**src/rtl/regfile_onehot_wb_if.sv**
```systemverilog
// regfile_onehot_wb_if
//   Bus bundle for the 16-entry write-back register bank.
//   master : write-back source / operand reader (drives writes, busy marks, read indices, err_clr)
//   slave  : the register bank (drives read data, stalls, scoreboard, error flag, write count)
//   Signals:
//     wr_valid, wr_en_onehot[15:0], wr_data[DATA_W-1:0] : write-back strobe, decoder select, data
//     busy_set_onehot[15:0]                             : mark a register as having a pending result
//     rd_addr_a/b[3:0], rd_data_a/b, stall_a/b          : two combinational read ports
//     busy[15:0], err_clr, err_multi_hot, wr_count[7:0] : scoreboard, sticky error, write counter
interface regfile_onehot_wb_if #(
    parameter int DATA_W = 16
);
    logic              wr_valid;
    logic [15:0]       wr_en_onehot;
    logic [DATA_W-1:0] wr_data;
    logic [15:0]       busy_set_onehot;
    logic [3:0]        rd_addr_a;
    logic [3:0]        rd_addr_b;
    logic [DATA_W-1:0] rd_data_a;
    logic [DATA_W-1:0] rd_data_b;
    logic              stall_a;
    logic              stall_b;
    logic [15:0]       busy;
    logic              err_clr;
    logic              err_multi_hot;
    logic [7:0]        wr_count;

    modport master (
        output wr_valid, wr_en_onehot, wr_data, busy_set_onehot,
               rd_addr_a, rd_addr_b, err_clr,
        input  rd_data_a, rd_data_b, stall_a, stall_b, busy,
               err_multi_hot, wr_count
    );

    modport slave (
        input  wr_valid, wr_en_onehot, wr_data, busy_set_onehot,
               rd_addr_a, rd_addr_b, err_clr,
        output rd_data_a, rd_data_b, stall_a, stall_b, busy,
               err_multi_hot, wr_count
    );
endinterface

```
**src/rtl/regfile_onehot_wb.sv**
```systemverilog
// regfile_onehot_wb
//   16-entry register bank fed by the 4-to-16 destination decoder. Writes are
//   selected by a one-hot enable word; a second one-hot word marks registers
//   whose result is still in flight. Two combinational read ports bypass the
//   current write and raise a stall while their register is marked busy.
//   Multi-hot enable or busy-set words are dropped and raise a sticky error.
//   Ports:
//     clk : system clock, rising edge
//     rst : asynchronous active-high reset
//     bus : regfile_onehot_wb_if.slave (write-back, busy marks, read ports, status)
//   Optional build macro REGFILE_R0_ZERO_EN: register 0 is hard-wired to zero
//   (reads 0, never busy, writes discarded but still counted).
module regfile_onehot_wb #(
    parameter int                DATA_W  = 16,
    parameter logic [DATA_W-1:0] RST_VAL = '0
) (
    input logic                clk,
    input logic                rst,
    regfile_onehot_wb_if.slave bus
);

    logic [DATA_W-1:0] regs [16];
    logic [15:0]       busy_q;
    logic [15:0]       busy_d;
    logic [15:0]       wr_sel;
    logic [15:0]       wr_store;
    logic [15:0]       set_sel;
    logic              wr_legal;
    logic              wr_multi;
    logic              set_legal;
    logic              set_multi;
    logic              err_q;
    logic [7:0]        cnt_q;
    logic              hit_a;
    logic              hit_b;

    function automatic logic is_onehot(input logic [15:0] v);
        return (v != 16'h0000) && ((v & (v - 16'd1)) == 16'h0000);
    endfunction

    // Clearing the lowest set bit leaves something only when two or more bits are set.
    function automatic logic is_multihot(input logic [15:0] v);
        return (v & (v - 16'd1)) != 16'h0000;
    endfunction

    always_comb begin
        wr_legal  = bus.wr_valid && is_onehot(bus.wr_en_onehot);
        wr_multi  = bus.wr_valid && is_multihot(bus.wr_en_onehot);
        set_legal = is_onehot(bus.busy_set_onehot);
        set_multi = is_multihot(bus.busy_set_onehot);
        wr_sel    = wr_legal  ? bus.wr_en_onehot    : 16'h0000;
        set_sel   = set_legal ? bus.busy_set_onehot : 16'h0000;
        wr_store  = wr_sel;
`ifdef REGFILE_R0_ZERO_EN
        // Legality is judged on the raw words so a multi-hot word touching bit 0
        // still flags an error; only the effect on register 0 is masked.
        wr_store[0] = 1'b0;
        set_sel[0]  = 1'b0;
`endif
        // Set is OR-ed in after the clear so a same-cycle re-issue keeps the bit.
        busy_d = (busy_q & ~wr_sel) | set_sel;
    end

    always_comb begin
        hit_a         = wr_sel[bus.rd_addr_a];
        hit_b         = wr_sel[bus.rd_addr_b];
        bus.rd_data_a = hit_a ? bus.wr_data : regs[bus.rd_addr_a];
        bus.rd_data_b = hit_b ? bus.wr_data : regs[bus.rd_addr_b];
        bus.stall_a   = busy_q[bus.rd_addr_a] & ~hit_a;
        bus.stall_b   = busy_q[bus.rd_addr_b] & ~hit_b;
`ifdef REGFILE_R0_ZERO_EN
        if (bus.rd_addr_a == 4'd0) begin
            bus.rd_data_a = '0;
            bus.stall_a   = 1'b0;
        end
        if (bus.rd_addr_b == 4'd0) begin
            bus.rd_data_b = '0;
            bus.stall_b   = 1'b0;
        end
`endif
    end

    always_ff @(posedge clk or posedge rst) begin
        if (rst) begin
            for (int i = 0; i < 16; i++) begin
                regs[i] <= RST_VAL;
            end
            busy_q <= '0;
            err_q  <= 1'b0;
            cnt_q  <= '0;
        end else begin
            for (int i = 0; i < 16; i++) begin
                if (wr_store[i]) begin
                    regs[i] <= bus.wr_data;
                end
            end
            busy_q <= busy_d;
            if (wr_multi || set_multi) begin
                err_q <= 1'b1;
            end else if (bus.err_clr) begin
                err_q <= 1'b0;
            end
            if (wr_legal) begin
                cnt_q <= cnt_q + 8'd1;
            end
        end
    end

    assign bus.busy          = busy_q;
    assign bus.err_multi_hot = err_q;
    assign bus.wr_count      = cnt_q;

endmodule
```
**src/flat_wrapper.sv**
```systemverilog
// flat-port wrapper written by rule: the top's interface ports become plain ports
module regfile_onehot_wb_flat 
#(
    parameter int                DATA_W  = 16,
    parameter logic [DATA_W-1:0] RST_VAL = '0
)
  (clk, rst, bus_wr_valid, bus_wr_en_onehot, bus_wr_data, bus_busy_set_onehot, bus_rd_addr_a, bus_rd_addr_b, bus_err_clr, bus_rd_data_a, bus_rd_data_b, bus_stall_a, bus_stall_b, bus_busy, bus_err_multi_hot, bus_wr_count);
  regfile_onehot_wb_if #(.DATA_W(DATA_W)) bus_i ();
  input logic clk;
  input logic rst;
  input wire logic [$bits(bus_i.wr_valid)-1:0] bus_wr_valid;
  input wire logic [$bits(bus_i.wr_en_onehot)-1:0] bus_wr_en_onehot;
  input wire logic [$bits(bus_i.wr_data)-1:0] bus_wr_data;
  input wire logic [$bits(bus_i.busy_set_onehot)-1:0] bus_busy_set_onehot;
  input wire logic [$bits(bus_i.rd_addr_a)-1:0] bus_rd_addr_a;
  input wire logic [$bits(bus_i.rd_addr_b)-1:0] bus_rd_addr_b;
  input wire logic [$bits(bus_i.err_clr)-1:0] bus_err_clr;
  output wire logic [$bits(bus_i.rd_data_a)-1:0] bus_rd_data_a;
  output wire logic [$bits(bus_i.rd_data_b)-1:0] bus_rd_data_b;
  output wire logic [$bits(bus_i.stall_a)-1:0] bus_stall_a;
  output wire logic [$bits(bus_i.stall_b)-1:0] bus_stall_b;
  output wire logic [$bits(bus_i.busy)-1:0] bus_busy;
  output wire logic [$bits(bus_i.err_multi_hot)-1:0] bus_err_multi_hot;
  output wire logic [$bits(bus_i.wr_count)-1:0] bus_wr_count;
  assign bus_i.wr_valid = bus_wr_valid;
  assign bus_i.wr_en_onehot = bus_wr_en_onehot;
  assign bus_i.wr_data = bus_wr_data;
  assign bus_i.busy_set_onehot = bus_busy_set_onehot;
  assign bus_i.rd_addr_a = bus_rd_addr_a;
  assign bus_i.rd_addr_b = bus_rd_addr_b;
  assign bus_i.err_clr = bus_err_clr;
  assign bus_rd_data_a = bus_i.rd_data_a;
  assign bus_rd_data_b = bus_i.rd_data_b;
  assign bus_stall_a = bus_i.stall_a;
  assign bus_stall_b = bus_i.stall_b;
  assign bus_busy = bus_i.busy;
  assign bus_err_multi_hot = bus_i.err_multi_hot;
  assign bus_wr_count = bus_i.wr_count;
  regfile_onehot_wb #(.DATA_W(DATA_W), .RST_VAL(RST_VAL)) u_core (.clk(clk), .rst(rst), .bus(bus_i));
endmodule
```
**config.mk**
```make
export PLATFORM = sky130hd
export DESIGN_NAME = regfile_onehot_wb_flat
export DESIGN_NICKNAME = d
export VERILOG_FILES = /design/src/rtl/regfile_onehot_wb_if.sv /design/src/rtl/regfile_onehot_wb.sv /design/src/flat_wrapper.sv
export SDC_FILE = /design/constraint.sdc
export NUM_CORES = 1
export LEC_CHECK = 0
export CAP_MARGIN = 10
export CORE_MARGIN = 2
export CORE_UTILIZATION = 29
export DETAILED_ROUTE_END_ITERATION = 8
export PLACE_DENSITY = 0.43
export REMOVE_ABC_BUFFERS = 1
export SYNTH_ARGS = -nofsm -noshare
export SYNTH_HDL_FRONTEND = slang
export SYNTH_SLANG_ARGS = --single-unit
```
**constraint.sdc**
```tcl
create_clock -name clk -period 10.7 [get_ports clk]
set_input_delay 1.07 -clock clk [delete_from_list [all_inputs] [get_ports clk]]
set_output_delay 1.07 -clock clk [all_outputs]
set_load 0.03 [all_outputs]
```
==> run_summary.xml, run 1 <==
<?xml version="1.0" encoding="UTF-8"?>
<metrics>
  <group name="run_status">
    <metric name="status" unit="">finished clean</metric>
  </group>
  <group name="floorplan">
    <metric name="pin_count" unit="">119</metric>
    <metric name="die_width" unit="µm">239.6</metric>
    <metric name="floorplan.rows" unit="">86</metric>
    <metric name="floorplan.initialDensity" unit="%">29.28</metric>
    <metric name="fp.dieH" unit="µm">239.6</metric>
    <metric name="die_area" unit="µm²">57420</metric>
    <metric name="core_region_area" unit="µm²">54990</metric>
  </group>
  <group name="sta">
    <metric name="fin_worst_skew" unit="ns">0.005806</metric>
    <metric name="slew_violations" unit="">0</metric>
    <metric name="timing_worst_slew_pin_value" unit="ns">1.109</metric>
    <metric name="unrepaired_setup_endpoints_after_global_routing" unit="">false</metric>
    <metric name="hold_violations" unit="">0</metric>
    <metric name="setup_tns" unit="ns">0</metric>
    <metric name="slew_headroom" unit="%">26.07</metric>
    <metric name="setup_viol" unit="">0</metric>
    <metric name="period_minus_slack" unit="ns">6.345</metric>
    <metric name="fmaxAchievable" unit="GHz">0.1576</metric>
    <metric name="layout_worst_path_cycle_share" unit="%">59.30</metric>
  </group>
  <group name="detailed_routing">
    <metric name="routedWlPerCell" unit="µm">27.70</metric>
    <metric name="num_vias" unit="">9442</metric>
    <metric name="detailedRoute.firstIterationViolations" unit="">638</metric>
    <metric name="via_per_inst" unit="">5.191</metric>
    <metric name="wl" unit="µm">50400</metric>
    <metric name="ant_nets" unit="">0</metric>
    <metric name="drt-pass1-iter-count" unit="">4</metric>
    <metric name="drt_drc_violations_left" unit="">0</metric>
  </group>
  <group name="global_route">
    <metric name="grt_start_max_net_pins" unit="">111</metric>
    <metric name="global_route.usage.total" unit="%">17.86</metric>
    <metric name="overflow" unit="">0</metric>
    <metric name="grt_pass1_vias" unit="">10020</metric>
    <metric name="grt_first_pass_wirelength" unit="µm">73220</metric>
    <metric name="antenna_violations_before_repair" unit="">0</metric>
  </group>
  <group name="clock_network">
    <metric name="ctsResizeCount" unit="">0</metric>
    <metric name="htree_levels" unit="">2</metric>
    <metric name="clkSinkCount" unit="">281</metric>
    <metric name="insertion_delay" unit="ns">0.54</metric>
    <metric name="cts_tree" unit="">yes</metric>
    <metric name="cts_root_buf" unit="">sky130_fd_sc_hd__clkbuf_16</metric>
    <metric name="clockBufferDepth" unit="">3</metric>
    <metric name="cts_setup_buffers" unit="">0</metric>
    <metric name="cts_made_buffers" unit="">36</metric>
    <metric name="clkSlewWorstSetupHoldPaths" unit="ns">0.06</metric>
    <metric name="cts_hold_buf" unit="">0</metric>
  </group>
  <group name="synth">
    <metric name="post_synth_top_area_share" unit="%">43.67</metric>
    <metric name="synth.lib_cells_used.distinct" unit="">46</metric>
    <metric name="dominantRegCellSynth" unit="">sky130_fd_sc_hd__dfrtp_1</metric>
    <metric name="postSynthAreaPerCell" unit="µm²">16.82</metric>
    <metric name="yosys-top-cells-area" unit="">sky130_fd_sc_hd__dfrtp_1 (44%), sky130_fd_sc_hd__mux4_2 (25%), sky130_fd_sc_hd__mux2_2 (12%), sky130_fd_sc_hd__mux2_4 (8.4%), sky130_fd_sc_hd__mux2_1 (2.4%)</metric>
    <metric name="yosysSeqAreaShare" unit="%">43.67</metric>
    <metric name="library_cell_occupying_the_most_area_in_the_post_synthesis_netlist" unit="">sky130_fd_sc_hd__dfrtp_1</metric>
    <metric name="synth_cells" unit="">957</metric>
    <metric name="ys_ff_latch" unit="">281</metric>
    <metric name="yosys_warnings" unit="">0</metric>
    <metric name="number_of_enable_flip_flop_cells_after_synthesis" unit="">0</metric>
    <metric name="async_flop_share" unit="%">100.0</metric>
    <metric name="synth.cell_area" unit="µm²">16100</metric>
  </group>
  <group name="critical_path">
    <metric name="slowest_stage" unit="">sky130_fd_sc_hd__or4_1</metric>
    <metric name="worstPathCellList" unit="">clkdlybuf4s50_1 &gt; or4_1 &gt; o31ai_1 &gt; a21oi_1 &gt; nor4_4 &gt; buf_4 &gt; nor3b_4 &gt; buf_4 &gt; mux2_2 &gt; clkdlybuf4s50_1</metric>
    <metric name="worst-path-max-fanout" unit="">26</metric>
    <metric name="critPathKind" unit="">primary input to primary output</metric>
    <metric name="cp_data_arrival_time" unit="ns">5.28</metric>
    <metric name="start_kind" unit="">primary input</metric>
    <metric name="timing.critical_path.required" unit="ns">9.63</metric>
    <metric name="critical_path.endpoint_type" unit="">primary output</metric>
    <metric name="cp_top_family" unit="">buffers and inverters</metric>
    <metric name="cp_slowest_stage_delay" unit="ns">0.62</metric>
    <metric name="path_buf_inv" unit="">4</metric>
  </group>
  <group name="min_path">
    <metric name="worstHoldPathType" unit="">flip-flop to flip-flop</metric>
  </group>
  <group name="final_layout">
    <metric name="multi_input_comb_area" unit="µm²">8632</metric>
    <metric name="register_area" unit="µm²">7032</metric>
    <metric name="final_core_utilization" unit="%">34.68</metric>
    <metric name="total_nets_final" unit="">1109</metric>
    <metric name="areaGrowthSynthToFinish" unit="%">18.45</metric>
    <metric name="antenna-diode-count" unit="">0</metric>
    <metric name="final_cells" unit="">1819</metric>
    <metric name="count_of_fill_cells_added_during_filler_insertion" unit="">5308</metric>
    <metric name="layout-drive-gt1-share" unit="%">49.77</metric>
  </group>
  <group name="placement">
    <metric name="dpl.cell_count" unit="">1758</metric>
    <metric name="hpwlAfterDp" unit="µm">29010</metric>
    <metric name="buffer_ports.inserted" unit="">118</metric>
    <metric name="gp_routability_congestion" unit="">0.7211</metric>
  </group>
  <group name="power_and_ir_drop">
    <metric name="design_power_total" unit="mW">2.446</metric>
    <metric name="power.leakage" unit="nW">8.552</metric>
    <metric name="peakVddDrop" unit="µV">101.0</metric>
    <metric name="power_per_cell_area" unit="nW/µm²">128.3</metric>
  </group>
  <group name="run">
    <metric name="max_cap_viol_count" unit="">0</metric>
  </group>
</metrics>
## worst paths after layout
path                                             start                     end  slack [ns]  cells after the start
min in group asynchronous                          rst         u_core.regs[62]        1.09                      2
max in group asynchronous                          rst        u_core.regs[210]        7.63                      4
worst max register to register  u_core.bus.wr_count[2]  u_core.bus.wr_count[7]        9.49                      4
worst min register to register  u_core.bus.wr_count[7]  u_core.bus.wr_count[7]        0.50                      1
worst min-delay path            u_core.bus.wr_count[7]  u_core.bus.wr_count[7]        0.50                      1
worst max-delay path               bus_wr_en_onehot[2]       bus_rd_data_a[10]        4.35                     10
## logic make-up (layout without fill, tap and decap cells)
logic type	Yosys count	after routing	synth area share [%]
simple gates	68	68	3.575
fa+ha+maj	2	2	0.1399
xor+xnor	7	7	0.3808
flops	281	281	43.67
compound gates	43	43	2.044
mux	471	471	47.47
buf+inv	85	199	2.712
## per-stage QoR
step	worst slack [ns]	hold WS, ns	cell area (µm²)
finish	4.355	0.5036	19070
global route	4.150	0.5297	19070
detailed placement	4.350	0.5018	17900
CTS	4.331	0.5096	19070
floorplan	1.879	0.4771	15680
global placement	4.371	0.4745	17900
## per-layer routing
layer  vias to the layer above  global-route usage (%)  share of wire, %
met2                       172                   29.15                49
met4                         0                   4.545               1.8
met5                         -                       0                 0
met1                      5198                   25.01                46
li1                       4019                       -                 -
met3                        53                   2.443               3.9
## placed cells by master (no fill, tap or decap), drive strengths merged, types with 2 or more instances in the layout
cell type,instances
mux2,291
dfrtp,281
mux4,178
clkdlybuf4s50,111
clkbuf,57
buf,24
nand3,18
a22o,17
nand2,8
nor2,7
o21ai,7
nand4,7
and3,6
xnor2,6
nor3,5
or3,5
a21oi,4
nor2b,4
nor4,4
a211oi,3
inv,3
clkinv,3
o211ai,2
mux2i,2
nor3b,2
o31ai,2
## report_power, final
group | total (mW) | leakage (nW) | switching [mW] | internal (mW)
Combinational | 0.167 | 4.06 | 0.108 | 0.0582
Clock | 1.22 | 0.574 | 0.481 | 0.734
Sequential | 1.06 | 3.92 | 0.000463 | 1.06
## Yosys cell counts, types with 2 or more instances
| library cell | count |
|---|---|
| sky130_fd_sc_hd__a21oi_1 | 4 |
| sky130_fd_sc_hd__mux2_4 | 90 |
| sky130_fd_sc_hd__buf_1 | 18 |
| sky130_fd_sc_hd__nor2b_1 | 4 |
| sky130_fd_sc_hd__nand2_1 | 8 |
| sky130_fd_sc_hd__mux4_2 | 178 |
| sky130_fd_sc_hd__buf_6 | 14 |
| sky130_fd_sc_hd__nor3_1 | 5 |
| sky130_fd_sc_hd__inv_1 | 3 |
| sky130_fd_sc_hd__and3_1 | 6 |
| sky130_fd_sc_hd__nor4_1 | 3 |
| sky130_fd_sc_hd__dfrtp_1 | 281 |
| sky130_fd_sc_hd__clkbuf_1 | 42 |
| sky130_fd_sc_hd__mux2_1 | 35 |
| sky130_fd_sc_hd__o31ai_1 | 2 |
| sky130_fd_sc_hd__buf_2 | 7 |
| sky130_fd_sc_hd__xnor2_1 | 6 |
| sky130_fd_sc_hd__nand3_2 | 4 |
| sky130_fd_sc_hd__mux2_2 | 166 |
| sky130_fd_sc_hd__nand4_1 | 7 |
| sky130_fd_sc_hd__nand3_1 | 2 |
| sky130_fd_sc_hd__o21ai_0 | 7 |
| sky130_fd_sc_hd__mux2i_1 | 2 |
| sky130_fd_sc_hd__or3_1 | 4 |
| sky130_fd_sc_hd__nand3_4 | 12 |
| sky130_fd_sc_hd__nor3b_4 | 2 |
| sky130_fd_sc_hd__a211oi_1 | 3 |
| sky130_fd_sc_hd__o211ai_1 | 2 |
| sky130_fd_sc_hd__a22o_1 | 17 |
| sky130_fd_sc_hd__nor2_1 | 7 |
## area by class of cell
type / count / area share [%]
timing repair buffer: 135 / 6.731
inverter: 3 / 0.09841
clock buffer: 57 / 5.833
tap: 748 / 4.907
sequential: 281 / 36.87
multi-input combinational: 591 / 45.26
clock inverter: 4 / 0.2952
## registers in the layout (all words and copies together) (netlist names)
signal / count
u_core.bus.busy: 16
u_core.bus.wr_count: 8
u_core.regs: 256
u_core.bus.err_multi_hot: 1
(Power assumes the default switching activity.)
==> run 2: changes to the inputs <==
--- a/config.mk
+++ b/config.mk
@@ -9,7 +9,7 @@
 export CORE_MARGIN = 2
 export CORE_UTILIZATION = 29
 export DETAILED_ROUTE_END_ITERATION = 8
-export PLACE_DENSITY = 0.43
+export PLACE_DENSITY = 0.45
 export REMOVE_ABC_BUFFERS = 1
 export SYNTH_ARGS = -nofsm -noshare
 export SYNTH_HDL_FRONTEND = slang
==> constraint.sdc (replaced) <==
create_clock -name clk -period 5.2 [get_ports clk]
set_input_delay 0.52 -clock clk [delete_from_list [all_inputs] [get_ports clk]]
set_output_delay 0.52 -clock clk [all_outputs]
set_load 0.03 [all_outputs]
==> run_summary.xml, run 2 (synthesis gave the netlist of run 1 again) <==
<?xml version="1.0" encoding="UTF-8"?>
<metrics>
  <group name="global_route">
    <metric name="global_route.usage.total" unit="%">17.66</metric>
    <metric name="overflow" unit="">0</metric>
    <metric name="grt_start_max_net_pins" unit="">126</metric>
    <metric name="use_met2" unit="%">28.98</metric>
    <metric name="grt_first_pass_wirelength" unit="µm">72920</metric>
    <metric name="grt_use_met3" unit="%">2.870</metric>
    <metric name="globalRouteMet1Util" unit="%">23.95</metric>
    <metric name="globalRoute.busiestLayer" unit="">met2</metric>
    <metric name="grt_pass1_vias" unit="">10180</metric>
    <metric name="antenna_violations_before_repair" unit="">1</metric>
  </group>
  <group name="critical_path">
    <metric name="endpoint_of_the_worst_register_to_register_path" unit="">u_core.bus.wr_count[7]</metric>
    <metric name="critical_path.endpoint_type" unit="">primary output</metric>
    <metric name="worstReg2RegStart" unit="">u_core.bus.wr_count[2]</metric>
    <metric name="worst-r2r-setup-slack" unit="ns">3.99</metric>
    <metric name="worst_r2r_path_depth" unit="">4</metric>
    <metric name="worst-path-max-fanout" unit="">10</metric>
    <metric name="critPathKind" unit="">primary input to primary output</metric>
    <metric name="start_kind" unit="">primary input</metric>
    <metric name="timing.critical_path.required" unit="ns">4.68</metric>
    <metric name="cp_data_arrival_time" unit="ns">3.88</metric>
  </group>
  <group name="clock_network">
    <metric name="clockBufferDepth" unit="">3</metric>
    <metric name="cts_tree" unit="">yes</metric>
    <metric name="clkSinkCount" unit="">281</metric>
    <metric name="cts_setup_buffers" unit="">0</metric>
    <metric name="insertion_delay" unit="ns">0.53</metric>
    <metric name="cts_made_buffers" unit="">35</metric>
    <metric name="cts_root_buf" unit="">sky130_fd_sc_hd__clkbuf_16</metric>
    <metric name="htree_levels" unit="">2</metric>
    <metric name="clkSlewWorstSetupHoldPaths" unit="ns">0.06</metric>
    <metric name="cts_hold_buf" unit="">0</metric>
    <metric name="ctsResizeCount" unit="">0</metric>
  </group>
  <group name="min_path">
    <metric name="holdPathStages" unit="">1</metric>
    <metric name="worstHoldPathType" unit="">flip-flop to flip-flop</metric>
    <metric name="hold-path-endpoint" unit="">u_core.bus.wr_count[7]</metric>
    <metric name="worst_hold_startpoint" unit="">u_core.bus.wr_count[7]</metric>
  </group>
  <group name="placement">
    <metric name="buffer_ports.inserted" unit="">118</metric>
    <metric name="gp_routability_congestion" unit="">0.7659</metric>
    <metric name="dpl.cell_count" unit="">1767</metric>
    <metric name="hpwlAfterDp" unit="µm">28980</metric>
  </group>
  <group name="final_layout">
    <metric name="antenna-diode-count" unit="">0</metric>
    <metric name="final_cells" unit="">1829</metric>
    <metric name="layout-drive-gt1-share" unit="%">53.38</metric>
    <metric name="total_nets_final" unit="">1117</metric>
    <metric name="max_flop_register" unit="">u_core.regs</metric>
    <metric name="final_common_cell" unit="">sky130_fd_sc_hd__dfrtp_1</metric>
    <metric name="highest_count_cells_in_the_layout_ignoring_fill_and_taps" unit="">sky130_fd_sc_hd__dfrtp_1 (281), sky130_fd_sc_hd__mux4_2 (178), sky130_fd_sc_hd__mux2_2 (166)</metric>
    <metric name="areaGrowthSynthToFinish" unit="%">19.24</metric>
    <metric name="largest_register_ffs" unit="">256</metric>
  </group>
  <group name="sta">
    <metric name="setup_viol" unit="">0</metric>
    <metric name="slew_headroom" unit="%">24.06</metric>
    <metric name="layout_worst_path_cycle_share" unit="%">84.60</metric>
    <metric name="unrepaired_setup_endpoints_after_global_routing" unit="">false</metric>
    <metric name="slew_violations" unit="">0</metric>
    <metric name="fin_worst_skew" unit="ns">0.002997</metric>
    <metric name="timing_worst_slew_pin_value" unit="ns">1.139</metric>
    <metric name="fmaxAchievable" unit="GHz">0.2273</metric>
    <metric name="period_minus_slack" unit="ns">4.399</metric>
    <metric name="hold_violations" unit="">0</metric>
  </group>
  <group name="detailed_routing">
    <metric name="drt-pass1-iter-count" unit="">5</metric>
    <metric name="detailedRoute.firstIterationViolations" unit="">611</metric>
    <metric name="ant_nets" unit="">0</metric>
    <metric name="routedWlPerCell" unit="µm">27.26</metric>
    <metric name="via_per_inst" unit="">5.208</metric>
    <metric name="wl" unit="µm">49860</metric>
    <metric name="drt_drc_violations_left" unit="">0</metric>
    <metric name="num_vias" unit="">9526</metric>
  </group>
  <group name="power_and_ir_drop">
    <metric name="clock_power_share" unit="%">49.5</metric>
    <metric name="switchingPower" unit="mW">1.223</metric>
    <metric name="design_power_total" unit="mW">5.019</metric>
    <metric name="peakVddDrop" unit="µV">204.4</metric>
    <metric name="power_per_cell_area" unit="nW/µm²">261.5</metric>
    <metric name="internal_power" unit="mW">3.797</metric>
    <metric name="netSwitchingFraction" unit="%">24.36</metric>
    <metric name="share_seq_of_total_power" unit="%">43.6</metric>
    <metric name="comb_power_share" unit="%">6.9</metric>
    <metric name="power.leakage" unit="nW">8.697</metric>
  </group>
  <group name="floorplan">
    <metric name="die_width" unit="µm">239.6</metric>
    <metric name="pin_count" unit="">119</metric>
    <metric name="floorplan.initialDensity" unit="%">29.28</metric>
    <metric name="die_area" unit="µm²">57420</metric>
    <metric name="fp.dieH" unit="µm">239.6</metric>
    <metric name="core_region_area" unit="µm²">54990</metric>
    <metric name="floorplan.rows" unit="">86</metric>
  </group>
  <group name="run">
    <metric name="max_cap_viol_count" unit="">0</metric>
  </group>
  <group name="run_status">
    <metric name="status" unit="">finished clean</metric>
  </group>
</metrics>
-- run 2: per-layer routing --
layer | vias to the layer above | wire [µm]
li1 | 4026 | -
met1 | 5252 | 22440
met2 | 188 | 24380
met3 | 58 | 1770
met4 | 2 | 1255
met5 | - | 16
-- run 2: area by class of cell --
| cell class | instances | area, µm² |
|---|---|---|
| Clock buffer | 51 | 1039 |
| Clock inverter | 11 | 107.6 |
| Fill cell | 5229 | 35790 |
| Inverter | 3 | 18.77 |
| Multi-Input combinational cell | 591 | 8632 |
| Sequential cell | 281 | 7032 |
| Tap cell | 748 | 935.9 |
| Timing Repair Buffer | 144 | 1434 |
-- run 2: stage by stage --
stage / area [µm²] / hold WS (ns) / TNS, ns / util [%] / setup WS (ns)
after floorplan: 15680 / 0.4771 / -862.82 / - / -3.071
after global placement: 18050 / 0.4611 / 0 / 32.83 / 0.8799
after detailed placement: 18050 / 0.4721 / 0 / 32.83 / 0.7915
after CTS: 19200 / 0.4783 / 0 / 34.92 / 0.7263
after global routing: 19200 / 0.4898 / 0 / 34.92 / 0.5640
final: 19200 / 0.4769 / 0 / 34.92 / 0.8010
-- run 2: worst max-delay path, stage by stage --
cell and delay, ns:
sky130_fd_sc_hd__clkdlybuf4s50_1 0.55, sky130_fd_sc_hd__or3_4 0.46, sky130_fd_sc_hd__a2111oi_2 0.36, sky130_fd_sc_hd__o211ai_1 0.21
sky130_fd_sc_hd__nor4_4 0.37, sky130_fd_sc_hd__nor3b_4 0.50, sky130_fd_sc_hd__buf_4 0.34, sky130_fd_sc_hd__mux2_2 0.40
sky130_fd_sc_hd__buf_12 0.14
-- run 2: worst max path at each step --
stage | from | cells after the start | slack, ns | end
6_report | bus_wr_en_onehot[2] | 9 | 0.80 | bus_rd_data_b[3]
5_1_grt | bus_wr_en_onehot[0] | 9 | 0.56 | bus_rd_data_b[3]
4_1_cts | bus_wr_en_onehot[1] | 9 | 0.73 | bus_rd_data_b[3]
3_5_place_dp | bus_wr_en_onehot[1] | 9 | 0.79 | bus_rd_data_b[3]
3_3_place_gp | bus_wr_en_onehot[1] | 9 | 0.88 | bus_rd_data_b[3]
2_1_floorplan | rst | 1 | -3.07 | u_core.bus.busy[0]
-- run 2: power groups by stage --
stage,sequential [mW],clock [mW],combinational (mW)
CTS,2.19,2.55,0.358
detailed placement,2.23,0,0.357
floorplan,2.23,0,0.120
global placement,2.23,0,0.357
finish,2.19,2.48,0.348
global route,2.19,2.63,0.377
==> run 3: changes to the inputs <==
--- a/config.mk
+++ b/config.mk
@@ -9,7 +9,7 @@
 export CORE_MARGIN = 2
 export CORE_UTILIZATION = 29
 export DETAILED_ROUTE_END_ITERATION = 8
-export PLACE_DENSITY = 0.45
+export PLACE_DENSITY = 0.43
 export REMOVE_ABC_BUFFERS = 1
 export SYNTH_ARGS = -nofsm -noshare
 export SYNTH_HDL_FRONTEND = slang
==> constraint.sdc (replaced) <==
create_clock -name clk -period 4.2 [get_ports clk]
set_input_delay 0.42 -clock clk [delete_from_list [all_inputs] [get_ports clk]]
set_output_delay 0.42 -clock clk [all_outputs]
set_load 0.03 [all_outputs]
==> run_summary.xml, run 3 (synthesis gave the netlist of run 1 again) <==
<?xml version="1.0" encoding="UTF-8"?>
<metrics>
  <group name="run_status">
    <metric name="status" unit="">finished clean</metric>
  </group>
  <group name="critical_path">
    <metric name="cp_data_arrival_time" unit="ns">3.60</metric>
    <metric name="start_kind" unit="">primary input</metric>
    <metric name="critPathKind" unit="">primary input to primary output</metric>
    <metric name="worst-path-max-fanout" unit="">7</metric>
    <metric name="endpoint_of_the_worst_register_to_register_path" unit="">u_core.bus.wr_count[6]</metric>
    <metric name="worstReg2RegStart" unit="">u_core.bus.wr_count[0]</metric>
    <metric name="critical_path.endpoint_type" unit="">primary output</metric>
    <metric name="timing.critical_path.required" unit="ns">3.78</metric>
    <metric name="worst-r2r-setup-slack" unit="ns">2.97</metric>
    <metric name="worst_r2r_path_depth" unit="">4</metric>
  </group>
  <group name="sta">
    <metric name="timing_worst_slew_pin_value" unit="ns">0.7295</metric>
    <metric name="hold_violations" unit="">0</metric>
    <metric name="fmaxAchievable" unit="GHz">0.2487</metric>
    <metric name="slew_violations" unit="">0</metric>
    <metric name="fin_worst_skew" unit="ns">0.009415</metric>
    <metric name="period_minus_slack" unit="ns">4.021</metric>
    <metric name="layout_worst_path_cycle_share" unit="%">95.75</metric>
    <metric name="unrepaired_setup_endpoints_after_global_routing" unit="">false</metric>
    <metric name="setup_viol" unit="">0</metric>
    <metric name="slew_headroom" unit="%">51.22</metric>
  </group>
  <group name="power_and_ir_drop">
    <metric name="peakVddDrop" unit="µV">222.9</metric>
    <metric name="design_power_total" unit="mW">6.698</metric>
    <metric name="power.leakage" unit="nW">8.898</metric>
    <metric name="power_per_cell_area" unit="nW/µm²">342.3</metric>
  </group>
  <group name="global_route">
    <metric name="overflow" unit="">0</metric>
    <metric name="grt_first_pass_wirelength" unit="µm">75670</metric>
    <metric name="grt_start_max_net_pins" unit="">77</metric>
    <metric name="grt_pass1_vias" unit="">10380</metric>
    <metric name="global_route.usage.total" unit="%">18.27</metric>
    <metric name="antenna_violations_before_repair" unit="">1</metric>
  </group>
  <group name="final_layout">
    <metric name="areaGrowthSynthToFinish" unit="%">21.55</metric>
    <metric name="layout-drive-gt1-share" unit="%">54.95</metric>
    <metric name="antenna-diode-count" unit="">0</metric>
    <metric name="largest_register_ffs" unit="">256</metric>
    <metric name="area_of_all_placed_cells_without_fillers" unit="µm²">19570</metric>
    <metric name="highest_count_cells_in_the_layout_ignoring_fill_and_taps" unit="">sky130_fd_sc_hd__dfrtp_1 (281), sky130_fd_sc_hd__mux4_2 (178), sky130_fd_sc_hd__mux2_2 (166)</metric>
    <metric name="final_core_utilization" unit="%">35.59</metric>
    <metric name="max_flop_register" unit="">u_core.regs</metric>
    <metric name="final_common_cell" unit="">sky130_fd_sc_hd__dfrtp_1</metric>
    <metric name="total_nets_final" unit="">1145</metric>
  </group>
  <group name="placement">
    <metric name="buffer_ports.inserted" unit="">118</metric>
    <metric name="hpwlAfterDp" unit="µm">30650</metric>
    <metric name="placed_area" unit="µm²">18210</metric>
    <metric name="gp_routability_congestion" unit="">0.7503</metric>
  </group>
  <group name="detailed_routing">
    <metric name="detailedRoute.firstIterationViolations" unit="">528</metric>
    <metric name="drt-pass1-iter-count" unit="">6</metric>
    <metric name="drt_drc_violations_left" unit="">0</metric>
    <metric name="ant_nets" unit="">0</metric>
    <metric name="num_vias" unit="">9685</metric>
    <metric name="via_per_inst" unit="">5.207</metric>
    <metric name="wl" unit="µm">50870</metric>
    <metric name="routedWlPerCell" unit="µm">27.35</metric>
  </group>
  <group name="clock_network">
    <metric name="clkSinkCount" unit="">281</metric>
    <metric name="htree_levels" unit="">2</metric>
    <metric name="clockBufferDepth" unit="">3</metric>
    <metric name="cts_hold_buf" unit="">0</metric>
    <metric name="cts_setup_buffers" unit="">0</metric>
    <metric name="insertion_delay" unit="ns">0.55</metric>
    <metric name="ctsResizeCount" unit="">0</metric>
    <metric name="cts_made_buffers" unit="">37</metric>
    <metric name="cts_tree" unit="">yes</metric>
    <metric name="cts_root_buf" unit="">sky130_fd_sc_hd__clkbuf_16</metric>
    <metric name="clkSlewWorstSetupHoldPaths" unit="ns">0.06</metric>
  </group>
  <group name="floorplan">
    <metric name="fp.dieH" unit="µm">239.6</metric>
    <metric name="die_width" unit="µm">239.6</metric>
    <metric name="pin_count" unit="">119</metric>
    <metric name="die_area" unit="µm²">57420</metric>
    <metric name="floorplan.rows" unit="">86</metric>
    <metric name="core_region_area" unit="µm²">54990</metric>
    <metric name="floorplan.initialDensity" unit="%">29.28</metric>
  </group>
  <group name="run">
    <metric name="max_cap_viol_count" unit="">0</metric>
  </group>
  <group name="min_path">
    <metric name="worstHoldPathType" unit="">primary input to async pin</metric>
  </group>
</metrics>
-- run 3: worst max path at each step --
stage	start	end	depth (start not counted)	slack, ns
final	bus_wr_en_onehot[2]	bus_stall_b	9	0.18
after global routing	bus_wr_en_onehot[2]	bus_stall_b	9	0.06
after CTS	bus_wr_en_onehot[2]	bus_stall_b	9	0.18
after detailed placement	bus_wr_en_onehot[2]	bus_stall_b	9	0.22
after global placement	bus_wr_en_onehot[2]	bus_stall_a	9	0.23
after floorplan	rst	u_core.bus.busy[0]	1	-3.97
-- run 3: layout make-up --
class	count	area, µm²
fillers	5192	35420
multi-input cells	591	8632
clock inverters	17	282.8
inverters	3	18.77
flip-flops and latches	281	7032
well taps	748	935.9
clock buffers	50	1077
repair buffers	170	1592
-- run 3: routing by layer --
metal	vias up	global-route usage (%)	wire [µm]
met5	-	0	0
met4	0	3.977	913
met3	58	2.558	2092
met2	201	29.45	24380
met1	5332	26.10	23480
li1	4094	-	-
-- run 3: power by group --
part	leakage, nW	internal, mW	switching, mW	total, mW
Clock	0.658	2.24	1.31	3.55
Combinational	4.32	0.162	0.280	0.442
Sequential	3.92	2.71	0.00122	2.71
Total	8.90	5.11	1.59	6.70
-- run 3: critical path, cell delays in order --
cell	delay, ns
sky130_fd_sc_hd__clkdlybuf4s50_1	0.58
sky130_fd_sc_hd__or3_4	0.47
sky130_fd_sc_hd__a2111oi_2	0.34
sky130_fd_sc_hd__o211ai_1	0.21
sky130_fd_sc_hd__nor4_4	0.38
sky130_fd_sc_hd__nor3b_4	0.37
sky130_fd_sc_hd__buf_12	0.18
sky130_fd_sc_hd__nor2b_1	0.05
sky130_fd_sc_hd__clkdlybuf4s50_1	0.59
-- run 3: stage by stage --
stage / setup slack [ns] / std cells / hold slack [ns] / TNS [ns]
global placement: 0.2344 / 1793 / 0.4611 / 0
floorplan: -3.971 / 875 / 0.4771 / -1126.73
global route: 0.05860 / 1860 / 0.3761 / 0
detailed placement: 0.2180 / 1793 / 0.4649 / 0
CTS: 0.1767 / 1860 / 0.3360 / 0
finish: 0.1786 / 1860 / 0.3269 / 0
